`src/rtl/cavlc_bit_packer.sv`:
```
// CAVLC codeword bit packer: MSB-first codes into 32-bit output words.
// Optional rbsp trailing stop bit on flush: define CAVLC_RBSP_TRAIL_EN.
module cavlc_bit_packer (
    input  logic        Clk,
    input  logic        nReset,
    input  logic        Enable,
    input  logic        CodeValid,
    output logic        CodeReady,
    input  logic [15:0] CodeValue,
    input  logic [4:0]  CodeLen,
    input  logic        CodeLast,
    output logic        OutValid,
    input  logic        OutReady,
    output logic [31:0] OutWord,
    output logic        OutLast,
    output logic        BlockDone,
    output logic [15:0] BitCount
);

    typedef enum logic [1:0] {
        S_IDLE,
        S_PACK,
        S_FLUSH,
        S_DONE
    } state_t;

    state_t      state_q, state_d;
    logic [47:0] acc_q, acc_d;
    logic [5:0]  fill_q, fill_d;
    logic [15:0] bcnt_q, bcnt_d;

    logic [4:0]  len_c;
    logic [16:0] mask;
    logic [15:0] code_m;
    logic [5:0]  sh;
    logic [47:0] ins;
    logic [16:0] bc_sum;
    logic [15:0] bc_sat;
    logic [47:0] eff_acc;
    logic [5:0]  eff_fill;
    logic        code_hs;
    logic        out_hs;

`ifdef CAVLC_RBSP_TRAIL_EN
    logic        trail_q, trail_d;
`endif

    // Clamp/mask the codeword and place it just below the current fill.
    // The stop bit is kept pending and merged only into the flush view.
    always_comb begin
        len_c  = (CodeLen > 5'd16) ? 5'd16 : CodeLen;
        mask   = (17'd1 << len_c) - 17'd1;
        code_m = CodeValue & mask[15:0];
        sh     = 6'd48 - fill_q - {1'b0, len_c};
        ins    = {32'd0, code_m} << sh;
        bc_sum = {1'b0, bcnt_q} + {12'd0, len_c};
        bc_sat = bc_sum[16] ? 16'hFFFF : bc_sum[15:0];
`ifdef CAVLC_RBSP_TRAIL_EN
        eff_acc  = trail_q ? (acc_q | (48'h8000_0000_0000 >> fill_q))
                           : acc_q;
        eff_fill = fill_q + {5'd0, trail_q};
`else
        eff_acc  = acc_q;
        eff_fill = fill_q;
`endif
    end

    // Next-state, datapath updates and handshake outputs.
    always_comb begin
        state_d   = state_q;
        acc_d     = acc_q;
        fill_d    = fill_q;
        bcnt_d    = bcnt_q;
        CodeReady = 1'b0;
        OutValid  = 1'b0;
        OutWord   = 32'd0;
        OutLast   = 1'b0;
        BlockDone = 1'b0;
        code_hs   = 1'b0;
        out_hs    = 1'b0;
`ifdef CAVLC_RBSP_TRAIL_EN
        trail_d   = trail_q;
`endif
        unique case (state_q)
            S_IDLE: begin
                if (Enable) begin
                    state_d = S_PACK;
                    bcnt_d  = 16'd0;
                end
            end
            S_PACK: begin
                CodeReady = (fill_q < 6'd32);
                OutValid  = ~CodeReady;
                OutWord   = OutValid ? acc_q[47:16] : 32'd0;
                code_hs   = CodeValid & CodeReady;
                out_hs    = OutValid & OutReady;
                if (code_hs) begin
                    acc_d  = acc_q | ins;
                    fill_d = fill_q + {1'b0, len_c};
                    bcnt_d = bc_sat;
                    if (CodeLast) begin
                        state_d = S_FLUSH;
`ifdef CAVLC_RBSP_TRAIL_EN
                        trail_d = 1'b1;
`endif
                    end
                end else if (out_hs) begin
                    acc_d  = acc_q << 32;
                    fill_d = fill_q - 6'd32;
                end
            end
            S_FLUSH: begin
                OutValid = (eff_fill != 6'd0);
                OutWord  = eff_acc[47:16];
                OutLast  = OutValid && (eff_fill <= 6'd32);
                out_hs   = OutValid & OutReady;
                if (!OutValid) begin
                    state_d = S_DONE;
                    acc_d   = 48'd0;
                    fill_d  = 6'd0;
                end else if (out_hs) begin
`ifdef CAVLC_RBSP_TRAIL_EN
                    trail_d = 1'b0;
`endif
                    if (eff_fill > 6'd32) begin
                        acc_d  = eff_acc << 32;
                        fill_d = eff_fill - 6'd32;
                    end else begin
                        acc_d   = 48'd0;
                        fill_d  = 6'd0;
                        state_d = S_DONE;
                    end
                end
            end
            S_DONE: begin
                BlockDone = 1'b1;
                if (Enable) begin
                    state_d = S_PACK;
                    bcnt_d  = 16'd0;
                end else begin
                    state_d = S_IDLE;
                end
            end
            default: state_d = S_IDLE;
        endcase
    end

    // State and datapath registers.
    always_ff @(posedge Clk or negedge nReset) begin
        if (!nReset) begin
            state_q <= S_IDLE;
            acc_q   <= 48'd0;
            fill_q  <= 6'd0;
            bcnt_q  <= 16'd0;
        end else begin
            state_q <= state_d;
            acc_q   <= acc_d;
            fill_q  <= fill_d;
            bcnt_q  <= bcnt_d;
        end
    end

`ifdef CAVLC_RBSP_TRAIL_EN
    // Pending stop bit, cleared once it has left in a word.
    always_ff @(posedge Clk or negedge nReset) begin
        if (!nReset) trail_q <= 1'b0;
        else         trail_q <= trail_d;
    end
`endif

    assign BitCount = bcnt_q;

endmodule

```
`config.mk`:
```
export PLATFORM = sky130hd
export DESIGN_NAME = cavlc_bit_packer
export DESIGN_NICKNAME = d
export VERILOG_FILES = /design/src/rtl/cavlc_bit_packer.sv
export SDC_FILE = /design/constraint.sdc
export NUM_CORES = 1
export LEC_CHECK = 0
export ABC_AREA = 1
export ABC_CLOCK_PERIOD_IN_PS = 3600
export CAP_MARGIN = 20
export CORE_MARGIN = 2
export CORE_UTILIZATION = 40
export DETAILED_ROUTE_END_ITERATION = 10
export MAX_ROUTING_LAYER = met4
export PLACE_DENSITY_LB_ADDON = 0.12
export SYNTH_ARGS = -nofsm -noshare
export SYNTH_HDL_FRONTEND = slang
export SYNTH_SLANG_ARGS = --single-unit
```
`constraint.sdc`:
```
create_clock -name Clk -period 3.6 [get_ports Clk]
set_input_delay 1.08 -clock Clk [delete_from_list [all_inputs] [get_ports Clk]]
set_output_delay 1.08 -clock Clk [all_outputs]
set_load 0.02 [all_outputs]
```
==> reports/results.ini, run 1 <==
[outcome]
status = finished clean

[synthesis]
synthTopCellsByArea = dfrtp_1 28%, nand2_1 13%, nand3_1 10%, a21oi_1 8.3%, nor2_1 7.5%
syn_inst = 997
yosysTopAreaCell = dfrtp_1
yosys_warnings = 0
ys_ff_latch = 72
ys_seq_area_frac = 0.284
yosysTopAreaCellShare = 0.284
syn_area_mm2 = 0.00635
async_flop_share = 1.00
synth_edf_count = 0
syn-num-nets = 1052
syn-mean-instance-area_um2 = 6.37
ys.flop_type = dfrtp_1
synth_cell_type_count = 45

[cells_and_area]
instances_no_fill = 1367
multi_input_area_mm2 = 0.00403
fin_util = 0.539
n_antenna_cell = 0
fillers = 1607
nets = 1202
drive_above_1_share = 0.165
area_growth_pct = 33.5
regArea_mm2 = 0.00180

[power_and_ir_drop]
p_seq_frac = 0.153
power.leakage_nw = 4.07
switching_share = 0.533
p_clk_frac = 0.107
ir_worst_vdd_v = 0.000516
cellInternalPower_mw = 3.75
power.density_mw_per_mm2 = 947
p_switching_mw = 4.28
p_comb_frac = 0.740

[detailed_routing]
wl_met2_mm = 9.28
via_count = 7043
firstDrtPassIters = 6
drcViolationCount = 0
dr.first_iter.drc_count = 664
highest_layer = met4
ant_nets = 0
avgRoutedWirePerCell_um = 15.0
wl_met1_mm = 9.89
via_per_inst = 5.15
wl_met3_mm = 1.05
wl_mm = 20.5

[grt]
grt_max_degree = 73
antenna_found_initial = 0
grt_pass1_vias = 6547
grt_overflow = 0
grtUsageTotal = 0.263
grt_pass1_wl_mm = 33.6

[setup_path]
r2r-start = eff_fill[1]$_DFFE_PN0P_
path_class = reg2out
start_kind = flip-flop
ff2ff_path_depth = 14
r2r_end = acc_q[46]$_DFFE_PN0P_
cp.required_ps = 2520
crit_start = state_q[0]$_DFFE_PN0P_
cp.arrival_ps = 2360
cp-end-kind = primary output
r2r_slack_ps = 890
worstPathMaxFanout = 33
crit_end = OutWord[12]

[timing]
fin_crit_sh = 0.955
maxSlewViolCount = 0
hold_viol_final = 0
setup_tns_ps = 0
skew_ps = 7.77
clock.fmax_ghz = 0.291
rsz0062_at_grt = false
setup_violations = 0
max-slew-margin-rel = 0.563
worstMarginPinSlew_ps = 655
period_needed_ps = 3440

[clock_tree]
clkSinkCount = 72
clk_pin_slew_ps = 60
cts_hold_buf = 0
cts_buffers = 9
clk_path_buf_depth = 2
cts_root_buf = clkbuf_16
cts_tree = yes
clkLatencyLatePin_ps = 350
htreeDepth = 3

[floorplan]
die_h_um = 130
start_util = 0.404
die_x_um = 130
core.rowCount = 46
pin_count = 79
core_area_mm2 = 0.0157
dieArea_mm2 = 0.0169

[placement]
place.gp.congestion = 1.01
dp.cells = 1348
dp_hpwl_mm = 15.6
port-buffer-count = 78

[job]
max-cap-violations = 0

[hold_path]
hp-class = reg2reg

state kept, by name, summed over array words and instances, names as in the netlist:
signal    cells
acc_q        48
BitCount     16
eff_fill      6
state_q       2
cell families after synthesis:
family          Yosys count  share of synthesized area
flops                    72                      0.284
fa+ha+maj                28                     0.0599
compound gates          171                      0.147
xor+xnor                 11                     0.0152
simple gates            546                      0.389
buf+inv                 169                      0.106
layout make-up:
class,count,area share
clock buffer,10,0.0282
clock inverter,5,0.00369
inverter,121,0.0539
multi-input combinational,756,0.475
sequential,72,0.213
tap,216,0.0319
timing repair buffer,187,0.194
layer usage:
layer	up-vias	track usage
met5	-	-
met4	0	0.0664
met3	25	0.0332
met2	211	0.408
met1	3213	0.366
li1	3594	-
cell usage in the layout, fill, tap and decap left out, types with 21 or more instances in the layout:
| cell type | n |
|---|---|
| a21oi_1 | 102 |
| buf_4 | 103 |
| clkdlybuf4s50_1 | 69 |
| dfrtp_1 | 72 |
| ha_1 | 21 |
| inv_1 | 107 |
| nand2_1 | 212 |
| nand3_1 | 132 |
| nand4_1 | 40 |
| nor2_1 | 119 |
| o21ai_0 | 32 |
metrics by stage:
| step | instance area [µm²] | setup slack (ps) | power (mW) | hold slack (ps) |
|---|---|---|---|---|
| 3_3_place_gp | 8120 | -603 | 6.99 | 503 |
| 3_5_place_dp | 8120 | -651 | 6.98 | 505 |
| 4_1_cts | 8430 | 51.5 | 7.98 | 522 |
| 2_1_floorplan | 6490 | -34.1 | 4.82 | 487 |
| 5_1_grt | 8480 | 4.81 | 8.74 | 540 |
| 6_report | 8480 | 160 | 8.03 | 519 |
Yosys cell counts (all sizes together) (4+ instances only):
library cell  number
o21bai             5
inv              114
nand3            140
clkinv             7
nor2             134
dfrtp             72
nor3               7
o21ai             38
nand4             42
a21oi            108
ha                24
fa                 4
buf               20
xor2               8
nand2            220
clkbuf            28
o22ai              6
worst max-delay path, cell delays in order, from the launching register on:
cell and delay [ps]:
dfrtp_1 400, inv_1 150, ha_1 240, nor2_1 80
nor2_1 100, nand2_1 50, buf_4 220, nor2_1 140
clkdlybuf4s50_1 610
repair_timing:
item / 4_1_cts / 5_1_grt
pin swaps: 3 / 6
gates resized for setup: 10 / 20
buffers inserted: 3 / 0
endpoints found under the setup margin: 53 / 56
power by group through the flow:
stage	logic (mW)	clock network (mW)	registers (mW)
final	5.95	0.858	1.23
after CTS	5.88	0.879	1.23
after floorplan	3.61	0	1.22
after global placement	5.75	0	1.24
after global routing	6.57	0.904	1.26
after detailed placement	5.74	0	1.24
worst min path at each step:
stage	from	endpoint	slack (ps)	cells past startpoint
after floorplan	acc_q[5]$_DFFE_PN0P_	acc_q[5]$_DFFE_PN0P_	490	2
after global placement	acc_q[5]$_DFFE_PN0P_	acc_q[5]$_DFFE_PN0P_	500	2
after detailed placement	BitCount[4]$_DFFE_PN0P_	BitCount[4]$_DFFE_PN0P_	510	1
after CTS	acc_q[20]$_DFFE_PN0P_	acc_q[20]$_DFFE_PN0P_	520	2
after global routing	acc_q[25]$_DFFE_PN0P_	acc_q[25]$_DFFE_PN0P_	540	2
final	acc_q[20]$_DFFE_PN0P_	acc_q[20]$_DFFE_PN0P_	520	2
No activity file was read; power rests on OpenSTA's default activity.
==> run 2, diff against run 1 <==
Settings changed: CORE_MARGIN 2 to 5, CTS_BUF_LIST set to sky130_fd_sc_hd__clkbuf_8, REMOVE_ABC_BUFFERS set to 1.
==> run 2 against run 1 <==
Net effect: critical path depth stayed put; largest cell class unchanged; sequential cell count stayed put; combinational power is 8.7% higher.
==> reports/results.ini, run 2 (synthesis results as in run 1) <==
[setup_path]
ff2ff_path_depth = 12
path_class = reg2out
r2r_slack_ps = 930
cp_cell_sequence = inv_1, ha_1, nor2_1, nor2_1, nand2_1, buf_6, nor2_1, clkdlybuf4s50_1
cp-end-kind = primary output
cp_slowest_cell = clkdlybuf4s50_1
cp.depth = 8
cpPeakStageDelay_ps = 600
cp.arrival_ps = 2410
worstPathMaxFanout = 32
r2r_end = acc_q[29]$_DFFE_PN0P_
cp_common_cell = nor2_1
start_kind = flip-flop
cp_top_family = buffers and inverters
crit_buf_inv = 3
r2r-start = eff_fill[1]$_DFFE_PN0P_
cp.required_ps = 2520

[clock_tree]
htreeDepth = 3
cts_tree = yes
cts_buffers = 9
clkLatencyLatePin_ps = 380
cts_root_buf = clkbuf_8
clk_pin_slew_ps = 80
clkSinkCount = 72
clk_path_buf_depth = 2
cts_hold_buf = 0

[hold_path]
hold-path-cell-count = 2
whs_endpoint = acc_q[23]$_DFFE_PN0P_
hp-start = acc_q[23]$_DFFE_PN0P_
hp-class = reg2reg

[timing]
rsz0062_at_grt = true
setup_violations = 0
max-slew-margin-rel = 0.369
worstMarginPinSlew_ps = 947
maxSlewViolCount = 0
period_needed_ps = 3490
setup_tns_ps = 0
clock.fmax_ghz = 0.286
hold_viol_final = 0
skew_ps = 11.3
fin_crit_sh = 0.970

[detailed_routing]
drcViolationCount = 0
firstDrtPassIters = 4
via_per_inst = 5.13
dr.first_iter.drc_count = 593
via_count = 7109
ant_nets = 0
avgRoutedWirePerCell_um = 15.1
wl_mm = 20.9

[power_and_ir_drop]
total_power_mw = 8.38
power.density_mw_per_mm2 = 946
power.leakage_nw = 4.67
ir_worst_vdd_v = 0.000610

[cells_and_area]
area_growth_pct = 39.5
nets = 1219
final_cell_mix = 206 x nand2_1, 120 x nand3_1, 116 x nor2_1
fin_util = 0.564
instances_no_fill = 1385
largest-register = acc_q
design_area_mm2 = 0.00885
drive_above_1_share = 0.204
largest_reg_flops = 48
n_antenna_cell = 0
final_common_cell = nand2_1

[floorplan]
die_h_um = 136
pin_count = 79
core.rowCount = 46
die_x_um = 136
dieArea_mm2 = 0.0185
start_util = 0.404
core_area_mm2 = 0.0157

[grt]
grt_overflow = 0
grtUsageTotal = 0.232
antenna_found_initial = 0
grt_max_degree = 73
grt_pass1_wl_mm = 33.1
grt_pass1_vias = 6401

[job]
max-cap-violations = 0

[placement]
dp_hpwl_mm = 15.6
placed_area_mm2 = 0.00816
place.gp.congestion = 0.952
dp.cells = 1361
port-buffer-count = 78

[outcome]
status = finished clean

run 2: changes by cell type in the layout (fill, tap and decap cells not counted), moves of 8 or more:
cell / delta
clkbuf_16: -9
clkbuf_8: +9
buf_6: +8
nand3_1: -12
clkdlybuf4s50_1: -28
nand3_2: +12
dlymetal6s2s_1: +28
run 2: worst register-to-register path, cell delays in order (launching register included):
cell,delay [ps]
dfrtp_1,450
ha_1,320
inv_1,70
ha_4,160
fa_2,350
buf_4,160
xor2_4,210
buf_2,280
nand3_1,210
nand2_1,130
nand2_1,60
nand2_1,80
a21oi_1,60
run 2: stage by stage:
| stage | setup slack, ps | hold slack (ps) |
|---|---|---|
| floorplan | -1580 | 487 |
| global placement | -627 | 497 |
| detailed placement | -652 | 502 |
| CTS | 30.1 | 519 |
| global route | -35.4 | 541 |
| finish | 109 | 514 |
run 2: final cells by class:
cell class / count / area (µm²)
flip-flops and latches: 72 / 1800
multi-input cells: 756 / 4210
fillers: 1571 / 6860
clock inverters: 6 / 67.6
inverters: 121 / 459
repair buffers: 204 / 1910
clock buffers: 10 / 138
well taps: 216 / 270
run 2: per-layer routing:
layer	share of wire	vias to the layer above	GRT usage
met3	0.049	26	0.0307
met2	0.45	197	0.350
met5	0	-	-
met4	0.017	0	0.0649
met1	0.48	3241	0.329
li1	-	3645	-
run 2: where the power goes:
group	total (mW)	internal (mW)	leakage (nW)	switching, mW
Combinational	6.47	2.50	3.62	3.97
Sequential	1.22	1.07	0.947	0.155
Clock	0.684	0.341	0.0989	0.344
run 2: repair_timing:
item / CTS / global route
pin swaps: 11 / 25
setup endpoints to repair: 64 / 85
setup buffers: 3 / 4
gates resized for setup: 38 / 90
gates cloned: 2 / 1
run 2: worst max-delay path by stage:
stage,start,endpoint
6_report,state_q[1]$_DFFE_PN0P_,OutWord[8]
5_1_grt,CodeLen[1],acc_q[46]$_DFFE_PN0P_
4_1_cts,state_q[1]$_DFFE_PN0P_,OutWord[22]
3_5_place_dp,CodeLen[1],acc_q[36]$_DFFE_PN0P_
3_3_place_gp,CodeLen[4],acc_q[35]$_DFFE_PN0P_
2_1_floorplan,CodeLen[0],acc_q[46]$_DFFE_PN0P_
==> run 3, diff against run 2 <==
Settings changed: CAP_MARGIN 20 to 0, REMOVE_ABC_BUFFERS 1 to not set.
==> run 3 against run 2 <==
Net effect: non-clock buffer count down 7; power decreased by 3.4%; clock-buffer cell count increased by 2; design area fell by 2.7%; hold slack improved by 8.4 ps; sequential cell count unchanged; first-iteration DRC count is 23% higher; critical endpoint is now acc_q[8]$_DFFE_PN0P_; cell count is 0.51% lower.
==> reports/results.ini, run 3 (synthesis results as in run 1) <==
[power_and_ir_drop]
power.leakage_nw = 4.62
ir_worst_vdd_v = 0.000637
power.density_mw_per_mm2 = 939

[placement]
placed_area_mm2 = 0.00823
port-buffer-count = 78
dp.cells = 1360
dp_hpwl_mm = 16.1
place.gp.congestion = 0.963

[setup_path]
cp_cell_sequence = clkbuf_2, nor2_4, a21oi_4, nor2_4, ha_4, inv_2, ha_4, fa_2, a21oi_2, o21bai_2, xnor2_4, nor2_4, buf_4, bufbuf_16, nand4_1, a21oi_1
cp_slowest_cell = fa_2
worstPathMaxFanout = 10
start_kind = input pin
cp_top_family = adder cells
crit_buf_inv = 4
cp_common_cell = nor2_4
cp.required_ps = 3900
cp-end-kind = flip-flop
path_class = in2reg
cp.arrival_ps = 3710
cpPeakStageDelay_ps = 400

[timing]
skew_ps = 14.9
fin_crit_sh = 0.947
period_needed_ps = 3410
clock.fmax_ghz = 0.293
hold_viol_final = 0
setup_violations = 0
maxSlewViolCount = 0
max-slew-margin-rel = 0.367
rsz0062_at_grt = false
worstMarginPinSlew_ps = 950

[clock_tree]
cts_buffers = 9
clk_pin_slew_ps = 90
htreeDepth = 3
clk_path_buf_depth = 2
cts_root_buf = clkbuf_8
clkSinkCount = 72
clkLatencyLatePin_ps = 370
cts_tree = yes

[detailed_routing]
avgRoutedWirePerCell_um = 15.0
via_per_inst = 5.10
ant_nets = 0
wl_mm = 20.7
dr.first_iter.drc_count = 728
via_count = 7030
firstDrtPassIters = 5
drcViolationCount = 0

[grt]
grt_overflow = 0
grt_max_degree = 73
grt_pass1_vias = 6763
met2_usage = 0.360
top_usage_layer = met2
antenna_found_initial = 0
met1_usage = 0.329
met3_usage = 0.0348
grtUsageTotal = 0.235
grt_pass1_wl_mm = 33.9

[floorplan]
start_util = 0.404
dieArea_mm2 = 0.0185
core_area_mm2 = 0.0157
die_x_um = 136
core.rowCount = 46
die_h_um = 136
pin_count = 79

[cells_and_area]
final_cell_mix = 212 x nand2_1, 132 x nand3_1, 116 x nor2_1
nets = 1212
largest-register = acc_q
design_area_mm2 = 0.00862
drive_above_1_share = 0.183
instances_no_fill = 1378
n_antenna_cell = 0
fin_util = 0.548
area_growth_pct = 35.8
largest_reg_flops = 48
final_common_cell = nand2_1

[outcome]
status = finished clean

[job]
max-cap-violations = 0

[hold_path]
hp-class = reg2reg

[run 3: changes by cell type in the layout (fill, tap and decap cells not counted), sizes merged]
| cell | change |
|---|---|
| buf | -7 |
| bufinv | -1 |
| clkinv | -1 |
| clkinvlp | -1 |
| inv | +1 |
| clkdlybuf4s50 | -1 |
| clkbuf | +6 |
| dlygate4sd2 | -5 |
| dlymetal6s2s | +1 |
| bufbuf | +1 |
[run 3: path summary, 6_finish.rpt]
| path | start | endpoint | cells after the start | slack [ps] |
|---|---|---|---|---|
| max | CodeLen[3] | acc_q[8]$_DFFE_PN0P_ | 16 | 190 |
| min | acc_q[25]$_DFFE_PN0P_ | acc_q[25]$_DFFE_PN0P_ | 2 | 520 |
| max reg2reg | eff_fill[1]$_DFFE_PN0P_ | acc_q[8]$_DFFE_PN0P_ | 12 | 860 |
| min reg2reg | acc_q[25]$_DFFE_PN0P_ | acc_q[25]$_DFFE_PN0P_ | 2 | 520 |
| max in group asynchronous | nReset | acc_q[26]$_DFFE_PN0P_ | 1 | 2130 |
| min in group asynchronous | nReset | BitCount[7]$_DFFE_PN0P_ | 1 | 830 |
[run 3: worst reg2reg max path, cell delays in order, from the launching register on]
cell	delay [ps]
dfrtp_1	470
ha_4	310
inv_2	40
ha_4	150
fa_2	400
a21oi_2	150
o21bai_2	110
xnor2_4	190
nor2_4	210
buf_4	140
bufbuf_16	260
nand4_1	100
a21oi_1	140
[run 3: cell type report]
cell class | instances | area, µm²
Fill cell | 1594 | 7090
Multi-Input combinational cell | 756 | 4070
Timing Repair Buffer | 197 | 1820
Sequential cell | 72 | 1800
Inverter | 121 | 459
Tap cell | 216 | 270
Clock buffer | 12 | 165
Clock inverter | 4 | 33.8
[run 3: metrics by stage]
stage / power, mW / setup WS (ps) / TNS (ps) / hold WS (ps)
after floorplan: 4.82 / -34.1 / -56.0 / 487
after global placement: 7.18 / -578 / -28170 / 506
after detailed placement: 7.17 / -636 / -31090 / 512
after CTS: 8.01 / 25.7 / 0 / 525
after global routing: 8.82 / 63.5 / 0 / 556
final: 8.09 / 189 / 0 / 523
[run 3: timing repair]
action | in CTS | in global routing
hold buffers | 0 | 0
gates resized for setup | 13 | 59
endpoints found under the setup margin | 84 | 80
pin swaps | 4 | 8
setup buffers | 0 | 1
gates cloned | 1 | 0
[run 3: where the power goes]
| part | switching, mW | leakage [nW] | internal, mW |
|---|---|---|---|
| logic | 3.82 | 3.57 | 2.39 |
| registers | 0.155 | 0.947 | 1.07 |
| clock network | 0.345 | 0.0996 | 0.313 |
[run 3: per-layer routing]
| metal | share of wire | vias to the layer above |
|---|---|---|
| met5 | 0 | - |
| met4 | 0.017 | 0 |
| met3 | 0.046 | 26 |
| met2 | 0.45 | 179 |
| met1 | 0.49 | 3207 |
| li1 | - | 3618 |
==> edit 1, RTL diff (settings of run 1) <==
The 4 states of `state_t` get a one-hot encoding in 4 bits.
--- a/src/rtl/cavlc_bit_packer.sv
+++ b/src/rtl/cavlc_bit_packer.sv
@@ -19,7 +19,7 @@
 
-    typedef enum logic [1:0] {
-        S_IDLE,
-        S_PACK,
-        S_FLUSH,
-        S_DONE
+    typedef enum logic [3:0] {
+        S_IDLE  = 4'b0001,
+        S_PACK  = 4'b0010,
+        S_FLUSH = 4'b0100,
+        S_DONE  = 4'b1000
     } state_t;
Formal check against the unedited RTL: same outputs for any inputs over 4 cycles, from zero or initial values and one cycle with nReset low; so few cycles prove little.
==> edit 1 against run 1 <==
Total power rose by 11%; wire length rose by 2.0%; design area rose by 5.3%; utilization rose by 2.6 points; non-clock buffer count rose by 31; critical path type is now input pin to flip-flop; largest cell class unchanged; clock skew rose by 0.0023 ns; combinational power rose by 12%; sequential share of layout area fell by 0.49 points; worst hold slack got worse by 0.0020 ns; count of clock-buffer cells in the layout did not move; largest power group unchanged; synthesized area rose by 1.0%; clock power rose by 10%; sequential cell count rose by 2; highest routed layer unchanged; worst setup slack improved by 0.0037 ns.
==> edit 1: results (changes against run 1) <==
* Met2 track demand over resource in global routing at 39.9% (-0.89 points)
* Transition time at the pin with the least slew margin at 0.664 ns (+0.00885 ns)
* Sequential-to-total area share from yosys stat at 28.9% (+0.52 points)
* Max reg flops at 48 (unchanged)
* Primary FF master, synth: dfrtp_1
* Static power due to leakage at 4.13 nW (+1.7%)
* Detailed placement HPWL at 16100 µm (+3.3%)
* Gp weighted congestion at 0.912 (-9.5%)
* Worst R2R End: acc_q[37]
* Largest voltage drop on the vdd net at 0.767 mV (+49%)
* Met3 routed wirelength at 1120 µm (+6.7%)
* Global routing usage on met1 at 36.9% (+0.34 points)
* Met3 layer usage reported by global route at 3.87% (+0.55 points)
* Worst-case hold path end point: acc_q[32]
* Pre-CTS setup slack at -0.612 ns (+0.0388 ns)
* Number of nets in the layout at 1187 (-1.2%)
* Cell total after placement at 1329 (-1.4%)
* Power dissipated in combinational cells at 0.00666 W (+12%)
* Biggest area contributors in the synthesized netlist: dfrtp_1 (28%), nand2_1 (10%), nand3_1 (7.9%)
* Via density at 5.19 (+0.76%)
* Slowest stage cell, crit path: fa_2
* Routed wire per std cell at 15.4 µm (+2.7%)
* Maximum number of pins on one net before global-route repair at 45 (-38%)
* Max incr delay on CP at 0.39 ns (-0.22 ns)
* Post-CTS resize count at 47 (+37)
* Vias in the first global route at 6508 (-0.60%)
* Final Skew at 0.0101 ns (+0.00233 ns)
* Worst endpoint data arrival time at 3.70 ns (+1.34 ns)
* Commonest cells in the netlist: nand2_1 (171), inv_1 (123), nor2_1 (105), nand3_1 (101), a21oi_1 (92)
* Total GRT Usage at 26.2% (-0.054 points)
* Wire length on met2 at 9420 µm (+1.5%)
* Worst hold-check slack at 0.517 ns (-0.00198 ns)
* Cells after synthesis at 950 (-4.7%)
* Count of unique library cells instantiated by Yosys at 51 (+13%)
* Fillers at 1603 (-0.25%)
* Run status: finished clean
* Flop2flop setup slack at 0.79 ns (-0.10 ns)
* Layout cell share with drive strength beyond 1 at 24.8% (+8.3 points)
* First-pass GRT wire length at 33600 µm (about the same)
* Net Count, Synth at 1000 (-4.9%)
* CP Max Fanout at 5 (-85%)
* Synth Area in Compound Gates at 15.5% (+0.85 points)
* Setup fix buffers added after clock tree synthesis at 10 (+7)
* Worst min-delay path startpoint: acc_q[32]
* Wire length the detailed router placed on met1 at 10000 µm (+1.5%)
* Power consumption at 0.00888 W (+11%)
* Clock net power at 0.000944 W (+10%)
* Vias at 7050 (+0.099%)
* Xor and xnor fraction of the mapped netlist area at 1.50% (-0.015 points)
* Area share of fa/ha/maj cells after synthesis at 4.96% (-1.0 points)
* First DRT Iteration DRCs at 597 (-10%)
* Switching power summed over all nets at 0.00454 W (+6.0%)
-- edit 1: cell types whose count changed in the layout (fill, tap and decap cells not counted), sizes merged, moves of 4 or more --
cell    change
o21bai      -4
ha          -5
nand3       -8
buf        +31
o21ai      +13
nand2      -42
inv        +14
a21oi       -7
nor2       -14
-- edit 1: final cells by class --
class                           count  share of cell area, %
Sequential cell                    74                   20.8
Tap cell                          216                   3.03
Inverter                          138                   5.89
Clock inverter                      6                  0.743
Multi-Input combinational cell    696                   45.1
Clock buffer                       10                   2.68
Timing Repair Buffer              218                   21.8
-- edit 1: worst max path at each step --
stage	startpoint	endpoint	slack, ns	cells after the start
after floorplan	CodeLen[2]	acc_q[23]	-0.02	20
after global placement	CodeLen[4]	acc_q[32]	-0.61	17
after detailed placement	CodeLen[4]	acc_q[37]	-0.61	18
after CTS	CodeLen[0]	acc_q[46]	-0.02	18
after global routing	CodeLen[1]	acc_q[37]	-0.002	20
final	CodeLen[2]	acc_q[37]	0.16	20
-- edit 1: cell families after synthesis --
| kind of cell | count (synthesis) |
|---|---|
| xor+xnor | 11 |
| buf+inv | 180 |
| fa+ha+maj | 23 |
| simple gates | 484 |
| flops | 74 |
| compound gates | 178 |
-- edit 1: critical path: cells and delay by family --
kind | cells | cell delay [ns]
and+or+nand+nor | 8 | 0.80
adders and majority gates | 3 | 0.71
buffers and inverters | 5 | 0.48
AOI/OAI and AO/OA | 3 | 0.36
xor gates and xnor gates | 1 | 0.27
-- edit 1: metrics by stage --
step / cell area [µm²] / setup TNS (ns)
3_5_place_dp: 8310 / -32.09
3_3_place_gp: 8310 / -29.41
5_1_grt: 8920 / -0.00206
6_report: 8920 / 0
2_1_floorplan: 6480 / -0.0319
4_1_cts: 8870 / -0.0186
==> edit 2, RTL diff (settings of run 1) <==
Without the edit above. Build with the macro `CAVLC_RBSP_TRAIL_EN` defined.
--- a/src/rtl/cavlc_bit_packer.sv
+++ b/src/rtl/cavlc_bit_packer.sv
@@ -2,2 +2,4 @@
 // Optional rbsp trailing stop bit on flush: define CAVLC_RBSP_TRAIL_EN.
+`define CAVLC_RBSP_TRAIL_EN
+
 module cavlc_bit_packer (
Behaviour: not the same (a bounded check fails within 4 cycles, from zero or initial values and one cycle with nReset low).
==> edit 2 against run 1 <==
Utilization up 1.7 points; total power grew 20%; maximum frequency fell by 1.5%; worst setup slack got worse by 0.051 ns; design area rose by 17%; synthesized area grew 13%; via count rose by 17%; first-iteration DRC count down 9.5%; sequential power is 3% higher; wire length rose by 25%; sequential cell count rose by 1; worst hold slack got worse by 0.015 ns; synthesized cell count grew 8.8%.
==> edit 2: results (changes against run 1) <==
* Total GRT Usage at 27.2% (+0.92 points)
* Area after detailed placement at 9130 µm² (+13%)
* Worst endpoint data arrival time at 3.76 ns (+1.40 ns)
* Net Count, Synth at 1142 (+8.6%)
* Power density relative to cell area at 975 nW/µm² (+2.9%)
* First DRT Iteration DRCs at 601 (-9.5%)
* First-pass GRT wire length at 40600 µm (+21%)
* Maximum number of pins on one net before global-route repair at 74 (+1.4%)
* Static power due to leakage at 4.73 nW (+16%)
* Number of standard cells in the layout, taps in and fillers out at 1501 (+9.8%)
* Commonest cells in the netlist: nand2_1 (215), nand3_1 (147), inv_1 (111), nor2_1 (103), a21oi_1 (94)
* Count of unique library cells instantiated by Yosys at 50 (+11%)
* Largest voltage drop on the vdd net at 0.470 mV (-8.9%)
* Fillers at 1775 (+10%)
* Vias at 8215 (+17%)
* Pre-CTS setup slack at -0.556 ns (+0.0948 ns)
* Overall routed net length at 25600 µm (+25%)
* Number of warnings issued by yosys at 0 (unchanged)
* CP Max Fanout at 5 (-85%)
* Layout cell share with drive strength beyond 1 at 26.5% (+10 points)
* Run status: finished clean
* Sequential-to-total area share from yosys stat at 25.4% (-3.0 points)
* Detailed placement HPWL at 19600 µm (+26%)
* Mean post-synth cell area at 6.62 µm² (+4.0%)
* Transition time at the pin with the least slew margin at 0.497 ns (-0.158 ns)
* Final Skew at 0.00656 ns (-0.00121 ns)
* Biggest area contributors in the synthesized netlist: dfrtp_1 (25%), nand2_1 (11%), nand3_1 (10%)
* Vias in the first global route at 7743 (+18%)
* Number of nets in the layout at 1324 (+10%)
* Gp weighted congestion at 0.940 (-6.7%)
-- edit 2: cell count changes in the layout (fill, tap and decap cells not counted), sizes merged, moves of 19 or more --
cell           change
buf               +33
nor2              -20
nand3             +56
o21ai             +19
clkdlybuf4s50     -31
dlygate4sd2       +19
-- edit 2: path summary, 6_finish.rpt --
check	slack, ns	cells past startpoint	start	end
hold reg to reg	0.50	2	acc_q[17]	acc_q[17]
max in group asynchronous	2.45	2	nReset	fill_q[1]
min in group asynchronous	0.55	1	nReset	acc_q[37]
setup / recovery	0.11	21	CodeLen[0]	acc_q[39]
hold / removal	0.50	2	acc_q[17]	acc_q[17]
setup reg to reg	0.68	14	fill_q[2]	acc_q[39]
-- edit 2: worst max-delay path, stage by stage --
cell and delay (ns):
dlygate4sd2_1 0.24, nor2_1 0.12, nand2_2 0.08, nand2_4 0.08
inv_4 0.05, nor2_4 0.11, inv_2 0.05, ha_4 0.15
ha_4 0.15, fa_2 0.37, nand3_2 0.10, nand2_4 0.07
xnor2_4 0.20, inv_2 0.10, nor2_4 0.21, buf_6 0.13
buf_12 0.10, nand3_1 0.11, nand3_1 0.09, nand2_1 0.06
a21oi_2 0.11
-- edit 2: layer usage --
layer,share of wire (%),global-route usage (%),wire [µm],vias to the layer above
met4,4.7,11.4,1210,0
met1,42,33.9,10700,3777
met3,6.4,4.47,1620,89
met5,0,-,0,-
li1,-,-,-,4014
met2,47,44.0,12000,335
-- edit 2: final cells by class --
| type | instances | share of cell area (%) |
|---|---|---|
| Clock buffer | 12 | 2.69 |
| Clock inverter | 4 | 0.265 |
| Inverter | 128 | 4.92 |
| Multi-Input combinational cell | 835 | 50.4 |
| Sequential cell | 73 | 18.5 |
| Tap cell | 229 | 2.90 |
| Timing Repair Buffer | 220 | 20.4 |
-- edit 2: cell families (layout without fill, tap and decap cells) --
group | count (synthesis) | in the layout | share of synthesized area [%]
fa+ha+maj | 30 | 30 | 5.64
buf+inv | 178 | 364 | 10.2
flops | 73 | 73 | 25.4
xor+xnor | 17 | 17 | 2.18
compound gates | 208 | 208 | 16.5
simple gates | 579 | 580 | 40.1
-- edit 2: power breakdown --
part / internal, W / leakage [nW] / switching (W)
registers: 0.00108 / 0.957 / 0.000187
clock network: 0.000522 / 0.145 / 0.000365
logic: 0.00293 / 3.63 / 0.00456
total: 0.00454 / 4.73 / 0.00511
-- edit 2: timing repair --
| item | in CTS | in global routing |
|---|---|---|
| gates cloned | 2 | 0 |
| buffers inserted | 9 | 5 |
| endpoints found under the setup margin | 84 | 80 |
| gates resized for setup | 59 | 73 |
| pin swaps | 16 | 22 |
